===== config.mk =====
export PLATFORM = sky130hd
export DESIGN_NAME = fb_arbiter_flat
export DESIGN_NICKNAME = d
export VERILOG_FILES = /design/src/rtl/fb_arbiter_if.sv /design/src/rtl/fb_arbiter.sv /design/src/flat_wrapper.sv
export SDC_FILE = /design/constraint.sdc
export NUM_CORES = 1
export LEC_CHECK = 0
export CAP_MARGIN = 20
export CORE_ASPECT_RATIO = 1.1
export CORE_MARGIN = 10
export CORE_UTILIZATION = 48
export CTS_BUF_LIST = sky130_fd_sc_hd__clkbuf_8
export DETAILED_ROUTE_END_ITERATION = 8
export GPL_ROUTABILITY_DRIVEN = 0
export PLACE_DENSITY = 0.83
export SETUP_SLACK_MARGIN = 0.5
export SYNTH_ARGS = -nofsm -noshare
export SYNTH_HDL_FRONTEND = slang
export SYNTH_SLANG_ARGS = --single-unit

===== constraint.sdc =====
create_clock -name i_pixel_clock -period 3 [get_ports i_pixel_clock]
set_input_delay 0.45 -clock i_pixel_clock [delete_from_list [all_inputs] [get_ports i_pixel_clock]]
set_output_delay 0.45 -clock i_pixel_clock [all_outputs]
set_load 0.1 [all_outputs]

===== src/rtl/fb_arbiter_if.sv =====
// Bundle between fb_arbiter, its two requesters (LCD scan-out, renderer) and the framebuffer BRAM.
// The master side drives requests and RAM read data; the slave side is the arbiter itself.
interface fb_arbiter_if #(
  parameter int ADDR_W = 19,
  parameter int DATA_W = 4
);
  logic              disp_req;
  logic [ADDR_W-1:0] disp_addr;
  logic [DATA_W-1:0] disp_data;
  logic              disp_valid;

  logic              wr_valid;
  logic              wr_ready;
  logic [ADDR_W-1:0] wr_addr;
  logic [DATA_W-1:0] wr_data;

  logic              swap_req;
  logic              swap_ack;
  logic              front_bank;
  logic              vsync;

  logic [ADDR_W:0]   ram_addr;
  logic              ram_we;
  logic [DATA_W-1:0] ram_wdata;
  logic [DATA_W-1:0] ram_rdata;

  modport master (
    output disp_req, disp_addr, wr_valid, wr_addr, wr_data, swap_req, vsync, ram_rdata,
    input  disp_data, disp_valid, wr_ready, swap_ack, front_bank, ram_addr, ram_we, ram_wdata
  );

  modport slave (
    input  disp_req, disp_addr, wr_valid, wr_addr, wr_data, swap_req, vsync, ram_rdata,
    output disp_data, disp_valid, wr_ready, swap_ack, front_bank, ram_addr, ram_we, ram_wdata
  );
endinterface


===== src/rtl/fb_arbiter.sv =====
// Double-buffered framebuffer arbiter: display reads the front bank with absolute priority,
// renderer writes the back bank, banks swap on vsync after a request, optional back-bank clear.
module fb_arbiter #(
  parameter int                ADDR_W      = 19,
  parameter int                DATA_W      = 4,
  parameter int                FB_WORDS    = 384000,
  parameter bit                CLEAR_EN    = 1'b1,
  parameter logic [DATA_W-1:0] CLEAR_COLOR = '0
) (
  input logic         i_pixel_clock,
  input logic         i_pixel_reset,
  fb_arbiter_if.slave bus
);

  typedef enum logic [1:0] {
    IDLE    = 2'd0,
    PENDING = 2'd1,
    CLEAR   = 2'd2
  } state_t;

  localparam logic [ADDR_W-1:0] LAST_PIX = ADDR_W'(FB_WORDS - 1);

  state_t            r_state;
  state_t            w_nextState;
  logic              r_frontBank;
  logic              w_frontBankNext;
  logic [ADDR_W-1:0] r_cnt;
  logic [ADDR_W-1:0] w_cntNext;
  logic              r_swapAck;
  logic              w_swapAckNext;
  logic              r_vsyncQ;
  logic              w_vsyncRise;
  logic              w_clearWrite;
  logic              w_wrReady;

  logic [ADDR_W:0]   r_ramAddr;
  logic              r_ramWe;
  logic [DATA_W-1:0] r_ramWdata;
  logic              r_dispReqD1;
  logic              r_dispReqD2;
  logic [DATA_W-1:0] r_dispData;
  logic              r_dispValid;

  assign w_vsyncRise = bus.vsync && !r_vsyncQ;
  assign w_wrReady   = !bus.disp_req && (r_state == IDLE);

  always_comb begin
    w_nextState     = r_state;
    w_frontBankNext = r_frontBank;
    w_cntNext       = r_cnt;
    w_swapAckNext   = 1'b0;
    w_clearWrite    = 1'b0;
    case (r_state)
      IDLE: begin
        if (bus.swap_req) begin
          w_nextState = PENDING;
        end
      end
      PENDING: begin
        if (w_vsyncRise) begin
          w_frontBankNext = ~r_frontBank;
          if (CLEAR_EN) begin
            w_nextState = CLEAR;
          end else begin
            w_nextState   = IDLE;
            w_swapAckNext = 1'b1;
          end
        end
      end
      CLEAR: begin
        // Display cycles simply stall the counter, so no clear address is skipped.
        if (!bus.disp_req) begin
          w_clearWrite = 1'b1;
          if (r_cnt == LAST_PIX) begin
            w_cntNext     = '0;
            w_swapAckNext = 1'b1;
            w_nextState   = IDLE;
          end else begin
            w_cntNext = r_cnt + ADDR_W'(1);
          end
        end
      end
      default: begin
        w_nextState = IDLE;
      end
    endcase
  end

  always_ff @(posedge i_pixel_clock) begin
    if (i_pixel_reset) begin
      r_state     <= IDLE;
      r_frontBank <= 1'b0;
      r_cnt       <= '0;
      r_swapAck   <= 1'b0;
      r_vsyncQ    <= 1'b0;
    end else begin
      r_state     <= w_nextState;
      r_frontBank <= w_frontBankNext;
      r_cnt       <= w_cntNext;
      r_swapAck   <= w_swapAckNext;
      r_vsyncQ    <= bus.vsync;
    end
  end

  // Back-bank writes use the bank select sampled this cycle, before any toggle takes effect.
  always_ff @(posedge i_pixel_clock) begin
    if (i_pixel_reset) begin
      r_ramAddr  <= '0;
      r_ramWe    <= 1'b0;
      r_ramWdata <= '0;
    end else if (bus.disp_req) begin
      r_ramAddr <= {r_frontBank, bus.disp_addr};
      r_ramWe   <= 1'b0;
    end else if (w_clearWrite) begin
      r_ramAddr  <= {~r_frontBank, r_cnt};
      r_ramWe    <= 1'b1;
      r_ramWdata <= CLEAR_COLOR;
    end else if (bus.wr_valid && w_wrReady) begin
      r_ramAddr  <= {~r_frontBank, bus.wr_addr};
      r_ramWe    <= 1'b1;
      r_ramWdata <= bus.wr_data;
    end else begin
      r_ramWe <= 1'b0;
    end
  end

  always_ff @(posedge i_pixel_clock) begin
    if (i_pixel_reset) begin
      r_dispReqD1 <= 1'b0;
      r_dispReqD2 <= 1'b0;
      r_dispData  <= '0;
      r_dispValid <= 1'b0;
    end else begin
      r_dispReqD1 <= bus.disp_req;
      r_dispReqD2 <= r_dispReqD1;
      r_dispValid <= r_dispReqD2;
      if (r_dispReqD2) begin
        r_dispData <= bus.ram_rdata;
      end
    end
  end

  assign bus.wr_ready   = w_wrReady;
  assign bus.swap_ack   = r_swapAck;
  assign bus.front_bank = r_frontBank;
  assign bus.ram_addr   = r_ramAddr;
  assign bus.ram_we     = r_ramWe;
  assign bus.ram_wdata  = r_ramWdata;
  assign bus.disp_data  = r_dispData;
  assign bus.disp_valid = r_dispValid;

endmodule


===== src/flat_wrapper.sv =====
// flat-port wrapper written by rule: the top's interface ports become plain ports
module fb_arbiter_flat 
#(
  parameter int                ADDR_W      = 19,
  parameter int                DATA_W      = 4,
  parameter int                FB_WORDS    = 384000,
  parameter bit                CLEAR_EN    = 1'b1,
  parameter logic [DATA_W-1:0] CLEAR_COLOR = '0
)
  (i_pixel_clock, i_pixel_reset, bus_disp_req, bus_disp_addr, bus_wr_valid, bus_wr_addr, bus_wr_data, bus_swap_req, bus_vsync, bus_ram_rdata, bus_disp_data, bus_disp_valid, bus_wr_ready, bus_swap_ack, bus_front_bank, bus_ram_addr, bus_ram_we, bus_ram_wdata);
  fb_arbiter_if #(.ADDR_W(ADDR_W), .DATA_W(DATA_W)) bus_i ();
  input logic i_pixel_clock;
  input logic i_pixel_reset;
  input wire logic [$bits(bus_i.disp_req)-1:0] bus_disp_req;
  input wire logic [$bits(bus_i.disp_addr)-1:0] bus_disp_addr;
  input wire logic [$bits(bus_i.wr_valid)-1:0] bus_wr_valid;
  input wire logic [$bits(bus_i.wr_addr)-1:0] bus_wr_addr;
  input wire logic [$bits(bus_i.wr_data)-1:0] bus_wr_data;
  input wire logic [$bits(bus_i.swap_req)-1:0] bus_swap_req;
  input wire logic [$bits(bus_i.vsync)-1:0] bus_vsync;
  input wire logic [$bits(bus_i.ram_rdata)-1:0] bus_ram_rdata;
  output wire logic [$bits(bus_i.disp_data)-1:0] bus_disp_data;
  output wire logic [$bits(bus_i.disp_valid)-1:0] bus_disp_valid;
  output wire logic [$bits(bus_i.wr_ready)-1:0] bus_wr_ready;
  output wire logic [$bits(bus_i.swap_ack)-1:0] bus_swap_ack;
  output wire logic [$bits(bus_i.front_bank)-1:0] bus_front_bank;
  output wire logic [$bits(bus_i.ram_addr)-1:0] bus_ram_addr;
  output wire logic [$bits(bus_i.ram_we)-1:0] bus_ram_we;
  output wire logic [$bits(bus_i.ram_wdata)-1:0] bus_ram_wdata;
  assign bus_i.disp_req = bus_disp_req;
  assign bus_i.disp_addr = bus_disp_addr;
  assign bus_i.wr_valid = bus_wr_valid;
  assign bus_i.wr_addr = bus_wr_addr;
  assign bus_i.wr_data = bus_wr_data;
  assign bus_i.swap_req = bus_swap_req;
  assign bus_i.vsync = bus_vsync;
  assign bus_i.ram_rdata = bus_ram_rdata;
  assign bus_disp_data = bus_i.disp_data;
  assign bus_disp_valid = bus_i.disp_valid;
  assign bus_wr_ready = bus_i.wr_ready;
  assign bus_swap_ack = bus_i.swap_ack;
  assign bus_front_bank = bus_i.front_bank;
  assign bus_ram_addr = bus_i.ram_addr;
  assign bus_ram_we = bus_i.ram_we;
  assign bus_ram_wdata = bus_i.ram_wdata;
  fb_arbiter #(.ADDR_W(ADDR_W), .DATA_W(DATA_W), .FB_WORDS(FB_WORDS), .CLEAR_EN(CLEAR_EN), .CLEAR_COLOR(CLEAR_COLOR)) u_core (.i_pixel_clock(i_pixel_clock), .i_pixel_reset(i_pixel_reset), .bus(bus_i));
endmodule

==> Flow_metrics.wiki <==
{| class="wikitable"
! Metric !! Value
|-
| Hold Crit Class || reg2reg
|-
| Total of buffers placed on input and output ports || 84
|-
| CTS HTree Levels || 2
|-
| RSZ-0062 raised after global routing || false
|-
| Post-Synthesis Cells || 312
|-
| Skew-Pair Late Insertion Delay || roughly 0.31 ns
|-
| Share of the synthesized netlist area taken by xor and xnor gates || 2.977%
|-
| Data required time of the worst path || 3.25 ns
|-
| Post-synth net total || 365
|-
| Cell depth of the worst setup path || 5
|-
| Count of buffering cells on the critical path with inverters included || 1
|-
| Adder and majority cell fraction of the synthesized area || less than 1%
|-
| Estimated wirelength of the detail-placed design || 5633 µm
|-
| PostCTS Resize Cnt || 0
|-
| Number of sinks on the clock net || 56
|-
| Area of the mapped netlist || 0.002648 mm²
|-
| Cell count after placement || 452
|-
| Setup Buffers After CTS || 0
|-
| Signed area change from the synthesized netlist to the final layout || 34.92%
|-
| Post-Synth Simple-Gate Area || 25.05%
|-
| Via count of the first global-routing pass || 2,642
|-
| Post-route DRC || 0
|-
| Largest fanout on the critical path || 10
|-
| Synthesized-area fraction occupied by ao, oa, aoi and oai cells || 16.45%
|-
| Die Footprint || 0.008889 mm²
|-
| Clock tree skew after final layout || 0.005704 ns
|-
| Cells along the critical path || clkdlybuf4s50_1 -> or3b_1 -> or4_1 -> or4_4 -> a21oi_2
|-
| Share of layout cells above drive strength 1 || between 10% and 20%
|-
| Maximum achievable frequency || 422.0 MHz
|-
| Kind of end point of the critical path || flip-flop
|-
| Largest family of logic cells by synthesized area || simple AND/OR/NAND/NOR gates
|-
| Peak ir drop on the vdd network || 0.3264 mV
|-
| Sequential share of the synthesized area || 42.34%
|-
| Worst Slack Setup Final || 0.6305 ns
|-
| Initial antenna violation count || 0
|-
| Initial DRC Count || 261
|-
| Total gr overflow || 0
|-
| Filler cell count in the final layout || 453
|-
| Max Transition Viols Final || 0
|-
| Data arrival time of the worst path || 2.62 ns
|-
| Post-layout instance area || 0.003572 mm²
|-
| Vias || 2,542
|-
| Leakage Power || 0.001276 µW
|-
| TritonCTS clock tree || done
|-
| Number of iterations in the first detailed-routing pass || 5
|-
| Cell chosen for the clock root || sky130_fd_sc_hd__clkbuf_8
|-
| Count of hold-fix buffers inserted at cts || 0
|-
| Total routing resource utilization after global routing || 16.57%
|-
| Largest stage delay on the critical path || 0.66 ns
|-
| Crit share post-route || 78.98%
|-
| Total of flip-flops plus latches after synthesis || 56
|-
| Post-route non-filler standard cell count || 460
|-
| Area after DPL || 0.003465 mm²
|-
| Headroom to the max-slew limit || 41.99%
|-
| Antenna cell count || 0
|-
| Result of the run || finished clean
|-
| Worst-case setup slack after placement || 0.3048 ns
|-
| Count of different cell masters after synthesis || 44
|-
| Net count, final || 437
|-
| Critical path launch point type || input pin
|-
| Crit path time final || 2.369 ns
|-
| Clock Tree Buf Depth || 2
|-
| Type of the worst setup path || in2reg
|-
| Worst hold path stage count || 1
|-
| Detail-routed via count per cell || 5.526
|-
| Number of cells on the worst reg-to-reg path || 5
|-
| # IOs || 85
|-
| Num rows || 28
|-
| Setup-violating endpoint count in the final report || 0
|-
| Inserted Clock Buffers || 5
|-
| Global-route wire length before repair || approximately 13,000 µm
|-
| Actual slew at the worst max-slew pin || 0.8702 ns
|-
| Core area || 0.005360 mm²
|-
| Mean routed wirelength per cell || 16.45 µm
|-
| Areal power density over the cells || ~500 mW/mm²
|-
| # Max-Cap Violations || 0
|-
| Synthesized area per cell || 8.486 µm²
|-
| Initial core utilization || between 40% and 50%
|-
| DRT Wirelength || about 7600 µm
|-
| Number of synthesis warnings || 0
|-
| Portion of netlist area occupied by mux cells || slightly above 8%
|-
| Largest net degree at the start of global routing || between 40 and 50
|-
| Final ANT Viol Nets || 0
|-
| Final hold violation count || 0
|-
| Top Family by Delay on Critical Path || simple AND/OR/NAND/NOR gates
|-
| Die extent in y || 97.89 µm
|-
| Layout Utilization || 66.64%
|-
| Slowest cell on crit path || sky130_fd_sc_hd__or4_1
|-
| Clock-pin slew on the worst setup and hold paths || 0.10 ns
|-
| Total negative slack for setup checks || 0 ns
|-
| Die outline width || 90.81 µm
|}
-- placed cells by master, fill, tap and decap left out, drive strengths merged, types with 6 or more instances in the layout --
cell and n:
or3 7, nand2 41, buf 40, mux2 14
mux2i 6, nand2b 17, o211ai 15, nor3 10
o21ai 13, nor2 21, dfxtp 56, clkdlybuf4s50 51
nand3 7, a21oi 26, xnor2 8
-- worst paths after layout --
kind | slack (ns) | start | to
worst min-delay path | 0.45 | u_core.r_dispReqD1$_SDFF_PP0_ | u_core.r_dispReqD2$_SDFF_PP0_
worst max-delay path | 0.63 | bus_disp_req | u_core.r_cnt[18]$_SDFFE_PP0P_
worst max register to register | 0.68 | u_core.r_cnt[10]$_SDFFE_PP0P_ | u_core.r_cnt[3]$_SDFFE_PP0P_
worst min register to register | 0.45 | u_core.r_dispReqD1$_SDFF_PP0_ | u_core.r_dispReqD2$_SDFF_PP0_
-- worst register-to-register path, cell delays in order (launching register included) --
cell,delay [ns]
sky130_fd_sc_hd__dfxtp_1,0.38
sky130_fd_sc_hd__or4b_2,0.68
sky130_fd_sc_hd__or4_1,0.66
sky130_fd_sc_hd__o21bai_2,0.20
sky130_fd_sc_hd__buf_4,0.22
sky130_fd_sc_hd__nor2_1,0.08
-- area by class of cell --
class                   instances  area [µm²]  area share [%]
clock buffers                   5       68.82           1.926
clock inverters                 3       38.79           1.086
inverters                       2       7.507          0.2102
multi-input cells             228        1419           39.72
flip-flops and latches         56        1121           31.38
well taps                      75       93.84           2.627
repair buffers                 91       823.3           23.05
-- cell usage after synthesis --
cell | n | share of area (%)
sky130_fd_sc_hd__or3b_1 | 1 | 0.33
sky130_fd_sc_hd__nor3b_1 | 1 | 0.28
sky130_fd_sc_hd__and4_1 | 1 | 0.33
sky130_fd_sc_hd__ha_1 | 1 | 0.47
sky130_fd_sc_hd__clkbuf_2 | 1 | 0.19
sky130_fd_sc_hd__xnor2_1 | 8 | 2.6
sky130_fd_sc_hd__xor2_1 | 1 | 0.33
sky130_fd_sc_hd__inv_1 | 2 | 0.28
sky130_fd_sc_hd__or2_2 | 1 | 0.24
sky130_fd_sc_hd__or3_1 | 7 | 1.7
sky130_fd_sc_hd__nor3_1 | 10 | 1.9
sky130_fd_sc_hd__o21bai_2 | 1 | 0.43
sky130_fd_sc_hd__and2_0 | 1 | 0.24
sky130_fd_sc_hd__or4b_2 | 1 | 0.38
sky130_fd_sc_hd__nor4_1 | 4 | 0.95
sky130_fd_sc_hd__buf_1 | 4 | 0.57
sky130_fd_sc_hd__o31ai_1 | 3 | 0.85
sky130_fd_sc_hd__a21oi_1 | 25 | 4.7
sky130_fd_sc_hd__nand3_1 | 7 | 1.3
sky130_fd_sc_hd__nor2b_1 | 5 | 1.2
sky130_fd_sc_hd__mux2_2 | 14 | 6.0
sky130_fd_sc_hd__nor4bb_1 | 1 | 0.38
sky130_fd_sc_hd__nand4_1 | 3 | 0.71
sky130_fd_sc_hd__buf_2 | 4 | 0.76
sky130_fd_sc_hd__o211ai_1 | 15 | 4.3
sky130_fd_sc_hd__o21bai_1 | 1 | 0.28
sky130_fd_sc_hd__mux2i_1 | 6 | 2.3
sky130_fd_sc_hd__nand3b_1 | 2 | 0.57
sky130_fd_sc_hd__or4_1 | 4 | 1.1
sky130_fd_sc_hd__a31oi_1 | 1 | 0.24
sky130_fd_sc_hd__nand2_1 | 41 | 5.8
sky130_fd_sc_hd__clkbuf_1 | 16 | 2.3
sky130_fd_sc_hd__nor2_1 | 21 | 3.0
sky130_fd_sc_hd__buf_6 | 1 | 0.43
sky130_fd_sc_hd__o21ba_2 | 1 | 0.38
sky130_fd_sc_hd__o21ai_0 | 13 | 2.5
sky130_fd_sc_hd__a21oi_2 | 1 | 0.33
sky130_fd_sc_hd__a222oi_1 | 5 | 1.9
sky130_fd_sc_hd__and3_1 | 1 | 0.24
sky130_fd_sc_hd__o31a_1 | 1 | 0.33
sky130_fd_sc_hd__or4_4 | 1 | 0.43
sky130_fd_sc_hd__nand2b_1 | 17 | 4.0
sky130_fd_sc_hd__a21boi_0 | 1 | 0.28
sky130_fd_sc_hd__dfxtp_1 | 56 | 42
-- cells by family (layout without fill, tap and decap cells) --
group / after synthesis / count (layout)
flops: 56 / 56
mux: 20 / 20
compound gates: 68 / 68
buf+inv: 28 / 101
fa+ha+maj: 1 / 1
simple gates: 130 / 130
xor+xnor: 9 / 9
-- power by group --
part | internal [µW] | switching (µW) | total, µW
logic | 159 | 316 | 475
clock network | 245 | 249 | 494
registers | 776 | 21.2 | 797
total | 1180 | 587 | 1770
-- stage by stage --
| stage | hold WS [ns] | total power (µW) |
|---|---|---|
| final | 0.4523 | 1766 |
| after global routing | 0.4727 | 1829 |
| after detailed placement | 0.4398 | 1290 |
| after CTS | 0.4566 | 1770 |
| after global placement | 0.4313 | 1285 |
| after floorplan | 0.4138 | 1143 |
-- sequential cells by signal, indices dropped and copies added (netlist names), 2 cells and up --
| signal | cells |
|---|---|
| u_core.bus.ram_wdata | 4 |
| u_core.bus.disp_data | 4 |
| u_core.r_state | 2 |
| u_core.r_cnt | 19 |
| u_core.bus.ram_addr | 20 |
-- per-layer routing --
layer,part of all wire (%),vias up,GRT usage [%]
met5,0,-,0
met4,0.95,0,3.981
met1,41,1187,19.36
li1,-,1248,-
met3,7.7,7,4.900
met2,50,100,29.04
Power figures use the tool's default switching activity.
